===== src/rtl/lcd_timing_gen.sv =====
// LCD panel timing generator: line/frame sync, data enable, pixel coordinates
// and vertical-compare strobe, driven from shadowed LCD_TIMH/LCD_TIMV settings.
//
// state  | meaning
// H_SYNC | line pulse active (hsw ticks)
// H_BP   | horizontal back porch (hbp ticks)
// H_ACT  | active pixels, pix_x counts 0..ppl-1
// H_FP   | horizontal front porch (hfp ticks); its last tick ends the line
// V_SYNC | frame pulse active (vsw lines)
// V_BP   | vertical back porch (vbp lines, skipped when 0)
// V_ACT  | active lines, pix_y counts 0..lpp-1
// V_FP   | vertical front porch (vfp lines, skipped when 0); its last line ends the frame
module lcd_timing_gen #(
    parameter int XW = 10,
    parameter int YW = 10
) (
    input  logic          clk,
    input  logic          reset,
    input  logic          pclk_en,
    input  logic          lcd_en,
    input  logic [1:0]    vcomp_sel,
    input  logic [31:0]   timh,
    input  logic [31:0]   timv,
    input  logic          pol_ivs,
    input  logic          pol_ihs,
    output logic          lcd_fp,
    output logic          lcd_lp,
    output logic          lcd_enab,
    output logic [XW-1:0] pix_x,
    output logic [YW-1:0] pix_y,
    output logic          frame_start,
    output logic          vcomp_irq
);

    localparam logic [1:0] H_SYNC = 2'd0;
    localparam logic [1:0] H_BP   = 2'd1;
    localparam logic [1:0] H_ACT  = 2'd2;
    localparam logic [1:0] H_FP   = 2'd3;

    localparam logic [1:0] V_SYNC = 2'd0;
    localparam logic [1:0] V_BP   = 2'd1;
    localparam logic [1:0] V_ACT  = 2'd2;
    localparam logic [1:0] V_FP   = 2'd3;

    logic          running;
    logic [1:0]    h_state, v_state;
    logic [8:0]    h_cnt;
    logic [7:0]    v_cnt;
    logic [XW-1:0] x_cnt;
    logic [YW-1:0] y_cnt;
    logic [31:2]   sh_timh;
    logic [31:0]   sh_timv;

    logic [1:0]    n_h, n_v;
    logic [8:0]    n_hc;
    logic [7:0]    n_vc;
    logic [XW-1:0] n_x;
    logic [YW-1:0] n_y;
    logic          n_fs, n_irq, load_sh, line_end, wrap;
    logic          h_end, v_end, n_act;
    logic [XW-1:0] ppl_m1;
    logic [YW-1:0] lpp_m1;
    logic          tim_unused;

    assign tim_unused = ^timh[1:0];

    assign ppl_m1 = XW'({sh_timh[7:2], 4'hF});
    assign lpp_m1 = YW'(sh_timv[9:0]);

    assign h_end = (h_state == H_ACT) ? (x_cnt == ppl_m1) : (h_cnt == 9'd0);
    assign v_end = (v_state == V_ACT) ? (y_cnt == lpp_m1) : (v_cnt == 8'd0);

    always_comb begin
        n_h      = h_state;
        n_hc     = h_cnt;
        n_x      = x_cnt;
        n_v      = v_state;
        n_vc     = v_cnt;
        n_y      = y_cnt;
        n_fs     = 1'b0;
        n_irq    = 1'b0;
        load_sh  = 1'b0;
        line_end = 1'b0;
        wrap     = 1'b0;

        if (running) begin
            if (!h_end) begin
                if (h_state == H_ACT) n_x  = x_cnt + 1'b1;
                else                  n_hc = h_cnt - 1'b1;
            end else begin
                case (h_state)
                    H_SYNC: begin n_h = H_BP;  n_hc = 9'(sh_timh[31:24]); end
                    H_BP:   begin n_h = H_ACT; n_x  = '0; end
                    H_ACT:  begin n_h = H_FP;  n_hc = 9'(sh_timh[23:16]); end
                    default: begin
                        n_h      = H_SYNC;
                        n_hc     = 9'(sh_timh[15:8]);
                        line_end = 1'b1;
                    end
                endcase
            end

            if (line_end) begin
                if (!v_end) begin
                    if (v_state == V_ACT) n_y  = y_cnt + 1'b1;
                    else                  n_vc = v_cnt - 1'b1;
                end else begin
                    case (v_state)
                        V_SYNC: begin
                            if (sh_timv[31:24] != 8'd0) begin
                                n_v   = V_BP;
                                n_vc  = sh_timv[31:24] - 8'd1;
                                n_irq = (vcomp_sel == 2'd1);
                            end else begin
                                n_v   = V_ACT;
                                n_y   = '0;
                                n_irq = (vcomp_sel == 2'd2);
                            end
                        end
                        V_BP: begin
                            n_v   = V_ACT;
                            n_y   = '0;
                            n_irq = (vcomp_sel == 2'd2);
                        end
                        V_ACT: begin
                            if (sh_timv[23:16] != 8'd0) begin
                                n_v   = V_FP;
                                n_vc  = sh_timv[23:16] - 8'd1;
                                n_irq = (vcomp_sel == 2'd3);
                            end else begin
                                wrap = 1'b1;
                            end
                        end
                        default: wrap = 1'b1;
                    endcase
                end
            end
        end

        // A new frame takes its first-line lengths straight from the live registers,
        // since the shadow copy only updates on this same tick.
        if (!running || wrap) begin
            n_h     = H_SYNC;
            n_hc    = 9'(timh[15:8]);
            n_x     = '0;
            n_v     = V_SYNC;
            n_vc    = 8'(timv[15:10]);
            n_y     = '0;
            n_fs    = 1'b1;
            n_irq   = (vcomp_sel == 2'd0);
            load_sh = 1'b1;
        end
    end

    assign n_act = (n_h == H_ACT) && (n_v == V_ACT);

    always_ff @(posedge clk) begin
        if (reset) begin
            running     <= 1'b0;
            h_state     <= H_SYNC;
            v_state     <= V_SYNC;
            h_cnt       <= '0;
            v_cnt       <= '0;
            x_cnt       <= '0;
            y_cnt       <= '0;
            sh_timh     <= '0;
            sh_timv     <= '0;
            lcd_fp      <= 1'b0;
            lcd_lp      <= 1'b0;
            lcd_enab    <= 1'b0;
            pix_x       <= '0;
            pix_y       <= '0;
            frame_start <= 1'b0;
            vcomp_irq   <= 1'b0;
        end else if (!lcd_en || (!running && !pclk_en)) begin
            running     <= 1'b0;
            h_state     <= H_SYNC;
            v_state     <= V_SYNC;
            h_cnt       <= '0;
            v_cnt       <= '0;
            x_cnt       <= '0;
            y_cnt       <= '0;
            lcd_fp      <= pol_ivs;
            lcd_lp      <= pol_ihs;
            lcd_enab    <= 1'b0;
            pix_x       <= '0;
            pix_y       <= '0;
            frame_start <= 1'b0;
            vcomp_irq   <= 1'b0;
        end else if (pclk_en) begin
            running     <= 1'b1;
            h_state     <= n_h;
            v_state     <= n_v;
            h_cnt       <= n_hc;
            v_cnt       <= n_vc;
            x_cnt       <= n_x;
            y_cnt       <= n_y;
            if (load_sh) begin
                sh_timh <= timh[31:2];
                sh_timv <= timv;
            end
            lcd_fp      <= (n_v == V_SYNC) ^ pol_ivs;
            lcd_lp      <= (n_h == H_SYNC) ^ pol_ihs;
            lcd_enab    <= n_act;
            pix_x       <= n_act ? n_x : '0;
            pix_y       <= n_act ? n_y : '0;
            frame_start <= n_fs;
            vcomp_irq   <= n_irq;
        end else begin
            frame_start <= 1'b0;
            vcomp_irq   <= 1'b0;
        end
    end

endmodule


===== config.mk =====
export PLATFORM = sky130hd
export DESIGN_NAME = lcd_timing_gen
export DESIGN_NICKNAME = d
export VERILOG_FILES = /design/src/rtl/lcd_timing_gen.sv
export SDC_FILE = /design/constraint.sdc
export NUM_CORES = 1
export LEC_CHECK = 0
export CORE_ASPECT_RATIO = 0.7
export CORE_MARGIN = 4
export CORE_UTILIZATION = 40
export CTS_CLUSTER_SIZE = 25
export DETAILED_ROUTE_END_ITERATION = 8
export SKIP_CTS_REPAIR_TIMING = 1
export SLEW_MARGIN = 5
export SYNTH_ARGS = -nofsm -noshare
export SYNTH_HDL_FRONTEND = slang
export SYNTH_SLANG_ARGS = --single-unit

===== constraint.sdc =====
create_clock -name clk -period 4.2 [get_ports clk]
set_clock_uncertainty 0.1 [all_clocks]
set_input_delay 0.84 -clock clk [delete_from_list [all_inputs] [get_ports clk]]
set_output_delay 0.84 -clock clk [all_outputs]
set_load 0.05 [all_outputs]

Word-level counts from Yosys, hierarchy flattened
Cells that the tools add are included.
- register bits after elaboration: 129
- bits in latches: 0
- memory bits (writable): 0
- ROM bits: 0
- input port bits: 72
- output and inout bits: 25
- word-level logic and storage cells: 129
- memories kept: 0
- $add $sub $neg: 6
- multiply operators: 0
- div/mod/pow operators: 0
- $lt $le $gt $ge: 0
- equality and inequality tests: 17
- shifts and indexed selects: 0
- mux-type cells: 60
- bitwise logic cells: 4
- reduce and logical (&&, ||, !) cells: 26
- operators by type and width (kind ; number):
    10-bit 2-to-1 mux ; 13
    8-bit 2-to-1 mux ; 7
    9-bit 2-to-1 mux ; 4
    9-bit one-hot mux with 3 select lines ; 1
    8-bit by 1-bit subtractor with 8-bit output, second input constant ; 3
    10-bit by 1-bit adder with 10-bit output, second input constant ; 2
    10-bit equality test ; 2
    1-bit 2-to-1 mux ; 20
    10-bit one-hot mux with 2 select lines ; 1
    2-bit 2-to-1 mux ; 9
    8-bit one-hot mux with 2 select lines ; 1
    8-bit nonzero test ; 2
    2-bit equality test, second input constant ; 6
    2-bit one-hot mux with 3 select lines ; 2
    2-bit logical NOT ; 5
    9-bit logical NOT ; 1
    9-bit by 1-bit subtractor with 9-bit output, second input constant ; 1
    8-bit logical NOT ; 1
    7-bit AND reduction ; 1
    2-bit by 1-bit equality test with 1-bit output, second input constant ; 3
    3-bit by 2-bit inequality test with 1-bit output, second input constant ; 2
    2-bit nonzero test ; 3
    3-bit OR reduction ; 2
    4-bit by 1-bit inequality test with 1-bit output, second input constant ; 1
    other kinds (13) ; 20

Depth between registers and ports, before layout
- word-level depth: 13
- gate-level depth with buffers: 15

Worst setup path after synthesis
No wires, ideal clock.
- path kind: flip-flop to flip-flop
- from: register y_cnt[5]
- to: register v_cnt[6]
- data arrival time: 2.794 ns
- required time: 4.030 ns
- slack: 1.236 ns
- stages on the path, launching flop included: 15
- path buffers: 4
- period minus slack after synthesis: 2.964 ns
- cell sequence: dfxtp_1 > clkbuf_2 > xnor2_1 > nand4_1 > o31a_1 > buf_2 > or2_2 > clkbuf_1 > clkbuf_1 > a21oi_1 > ha_1 > o21ai_0 > xnor2_1 > or3b_1 > a21oi_1
- word-level cells in the longest chain between the ends: 8
- elaborated cells on any way between the ends: 17
- those cells by class: eq/ne: 5; mux: 8; reduce/logical: 4
- ends and longest elaborated chain (what ; line ; RTL):
    from (decl) ; 50 ; logic [YW-1:0] y_cnt;
    from (signal assigned) ; 197 ; y_cnt <= n_y;
    10-bit equality test (*) ; 71 ; assign v_end = (v_state == V_ACT) ? (y_cnt == lpp_m1) : (v_cnt == 8'd0);
    1-bit 2-to-1 mux (*) ; 71 ;
    1-bit 2-to-1 mux ; 104 ; if (!v_end) begin
    1-bit 2-to-1 mux ; 103 ; if (line_end) begin
    1-bit 2-to-1 mux ; 86 ; if (running) begin
    1-bit logical OR ; 142 ; if (!running || wrap) begin
    4-bit inequality test (no line), or another cell as far along ; n/a ;
    7-bit AND reduction (no line) ; n/a ;
    to (signal assigned) ; 195 ; v_cnt <= n_vc;
    to (decl) ; 48 ; logic [7:0] v_cnt;
Every way passes the cells marked *; elsewhere a longest branch is shown, timed or not. The select of a mux whose other input is x is not followed.
A chain may end at the register's enable or synchronous reset.

Final worst setup path
- from: register h_state[0]
- to: register pix_y[6]
- word-level cells in the longest chain between the ends: 12
- elaborated cells on any way between the ends: 25
- those cells by class: eq/ne: 4; mux: 17; reduce/logical: 4
- ends and longest elaborated chain (what ; line ; RTL):
    from (decl) ; 46 ; logic [1:0] h_state, v_state;
    from (signal assigned) ; 192 ; h_state <= n_h;
    2-bit equality test, or another cell as far along ; 70, 91 ;
    3-bit OR reduction (no line) ; n/a ;
    1-bit 2-to-1 mux ; 91 ; case (h_state)
    1-bit 2-to-1 mux ; 87 ; if (!h_end) begin
    1-bit 2-to-1 mux ; 86 ;
    1-bit 2-to-1 mux ; 103 ;
    1-bit 2-to-1 mux ; 86 ;
    1-bit logical OR ; 142 ;
    2-bit 2-to-1 mux ; 142 ;
    2-bit equality test ; 155 ; assign n_act = (n_h == H_ACT) && (n_v == V_ACT);
    1-bit logical AND ; 155 ;
    10-bit 2-to-1 mux (*) ; 206 ; pix_y <= n_act ? n_y : '0;
    to (signal assigned) ; 206 ;
    to (decl) ; 30 ; output logic [YW-1:0] pix_y,
Marks and branches as above.

==> metrics.txt <==
status=complete, no violations; nets=972; RR Startpoint=h_state[0]$_SDFFE_PP0P_; ANT cells=0; Initial Util=41.2%; Top Metal Used=met4; Ys Warns=0; EDFF count, synth=0; core area=between 15,000 and 20,000 µm²; vias in the first global route=between 5k and 6k; chip width=between 150 and 200 µm; initial antenna violation count=0; # DRC=0; H-tree depth=4; most frequent cell after synthesis=nand2_1; Initial DRC Count=approximately 400; RSZ-0062 raised after global routing=no; post-synth top area cell=dfxtp_1; CTS sink cnt=around 120; R2R Path End=pix_y[6]$_SDFFE_PP0P_; #FFs+latches synth=between 100 and 150; Cells after Synth=817; Final Core Density=52.0%; DR WL met3=around 1000 µm; remaining antenna violation count after routing=0; crit path from=h_state[0]$_SDFFE_PP0P_; Slew Limit Fails=0; Hold Violations, Final=0; Slew @ Worst Pin=0.786 ns; Tot GR Track Use=19.7%; non-filler cells, final=about 1.1k; IO Port Bufs=between 90 and 100; largest cells by area after synthesis=dfxtp_1 (38%), nand2_1 (9.9%), a21oi_1 (7.2%), a211oi_1 (3.5%), xnor2_1 (3.1%); die height=around 110 µm; clock insertion delay at the later pin of the skew report=a little over 0.4 ns; hold_sp=pix_y[4]$_SDFFE_PP0P_; PwrDens=387 nW/µm²; Period minus WS final=approximately 3.7 ns; Hold Crit Endpoint=pix_y[4]$_SDFFE_PP0P_; drt first pass iters=5; root buffer cell=clkbuf_16; Max Cap Viol=0; Final GP Congestion=0.874; cell family contributing the most delay on the critical path=simple AND/OR/NAND/NOR gates; area delta synth->final=26.3%; sequential area share after synthesis=between 30% and 40%; CP Data Arrival Time=3.91 ns; CTS Buf Count=17; Synth cell types=72; crit-path max cell delay=about 0.6 ns; DP Wirelength=between 10,000 and 15,000 µm; Post-synth ARST share=0%; worst vdd ir=between 0.2 and 0.25 mV; Hold Crit Class=reg2reg; cell row count=38; share of cells above drive strength 1=roughly 8.4%; Slew Limit Headroom=a little under half; met2 WL post-DR=7660 µm; final wirelength=18,100 µm; dpl cells=~1.1k; Crit path required time=between 4 and 5 ns; DP Area=about 7500 µm²; Mean Syn Cell Area=7.89 µm²; Synth top cells by count=nand2_1 (170), dfxtp_1 (123), a21oi_1 (93); full die area=about 18,000 µm²; first-pass GRT wire length=slightly below 30,000 µm; Post-Route M1 WL=just over 9000 µm; wire per inst=16.4 µm; Fmax=between 0.2 and 0.3 GHz; io pins=97; Longest Clk Path Bufs=2; WP buf/inv=2; Pleak=about 0.0029 µW; Crit Path Class=reg2reg; worst-path fanout max=21; area share of the largest cell type after synthesis=between 30% and 40%; final instance area=~8100 µm²; gr ovfl total=0; Slowest cell on crit path=ha_1; setup slack, reg-to-reg=0.51 ns; Final TNS setup=0 ns; total number of vias=between 6k and 7k; syn nets=approximately 900; worst-path cell chain=inv_1 -> ha_1 -> nor3b_1 -> and3_1 -> a31oi_2 -> buf_4 -> nor2_1 -> mux2i_1 -> nor4_2 -> nand3_2 -> o31ai_1; CP startpoint kind=flop; largest net degree at the start of global routing=between 60 and 70; Filler cells=about 1.5k; Setup violations, final=0; Reg2Reg Depth=11; Most used DFF post-synth=dfxtp_1; vias per cell=roughly 5.6; period utilization=between 80% and 90%; Post-Syn Area=6440 µm²; WHS Path Cells=2; Setup crit end kind=flop; CTS tree=done; Clk pin slew, worst setup/hold paths=about 0.060 ns
cell type report:
| class | instances | area (µm²) | share of cell area, % |
|---|---|---|---|
| clock buffers | 17 | 425 | 5.23 |
| clock inverters | 15 | 188 | 2.31 |
| inverters | 16 | 60.1 | 0.738 |
| multi-input cells | 620 | 3690 | 45.4 |
| flip-flops and latches | 123 | 2460 | 30.3 |
| well taps | 200 | 250 | 3.07 |
| repair buffers | 109 | 1060 | 13.0 |
power by group:
group | leakage, µW | total [µW] | switching [µW] | internal, µW
Combinational | 0.00159 | 400 | 225 | 175
Clock | 0.000297 | 1530 | 581 | 945
Sequential | 0.000998 | 1220 | 24.9 | 1200
cell families after synthesis:
family          Yosys count  synth area share (%)
compound gates          225                  22.6
mux                      24                  3.83
buf+inv                  74                  4.91
fa+ha+maj                13                  2.52
simple gates            327                  23.7
xor+xnor                 31                  4.21
flops                   123                  38.2
tightest hold or removal path, cell delays in order (launching register included):
cell and delay (ns):
dfxtp_1 0.32, nand2_1 0.04, o21ai_0 0.05
state kept, by name, summed over array words and instances (netlist names):
register,flops
sh_timh,30
y_cnt,10
h_state,2
pix_y,10
pix_x,10
v_state,2
v_cnt,8
x_cnt,10
frame_start,1
h_cnt,9
running,1
lcd_fp,1
sh_timv,26
lcd_enab,1
vcomp_irq,1
lcd_lp,1
routing by layer:
layer	vias to the layer above	global-route usage, %
met5	-	0
met4	0	3.93
met3	11	4.25
met2	182	29.6
met1	2874	29.1
li1	3045	-
cells in the final DEF (no fill, tap or decap), drive strengths merged, types with 7 or more instances in the layout:
master,count
nand2,170
dfxtp,123
a21oi,93
clkdlybuf4s50,93
nor2,48
o21ai,33
a211oi,30
xnor2,23
nand3,22
nor3,20
inv,20
mux2i,19
clkbuf,17
a22o,16
buf,16
ha,13
and3,12
nand4,11
xor2,8
a31oi,8
a22oi,7
nor4,7
worst max path at each step:
| stage | end | slack (ns) | depth (start not counted) |
|---|---|---|---|
| floorplan | v_cnt[6]$_SDFFE_PP0P_ | 1.24 | 14 |
| global placement | pix_y[9]$_SDFFE_PP0P_ | 0.53 | 7 |
| detailed placement | pix_y[8]$_SDFFE_PP0P_ | 0.53 | 7 |
| CTS | pix_y[6]$_SDFFE_PP0P_ | 0.53 | 11 |
| global route | pix_x[9]$_SDFFE_PP0P_ | 0.16 | 11 |
| finish | pix_y[6]$_SDFFE_PP0P_ | 0.51 | 11 |
per-stage QoR:
stage | setup WS [ns] | hold slack, ns | total power [µW]
after detailed placement | 0.535 | 0.345 | 1650
after floorplan | 1.24 | 0.336 | 1500
after global placement | 0.531 | 0.336 | 1640
after CTS | 0.532 | 0.358 | 3170
after global routing | 0.163 | 0.376 | 3280
final | 0.508 | 0.354 | 3150
Power figures use the tool's default switching activity.
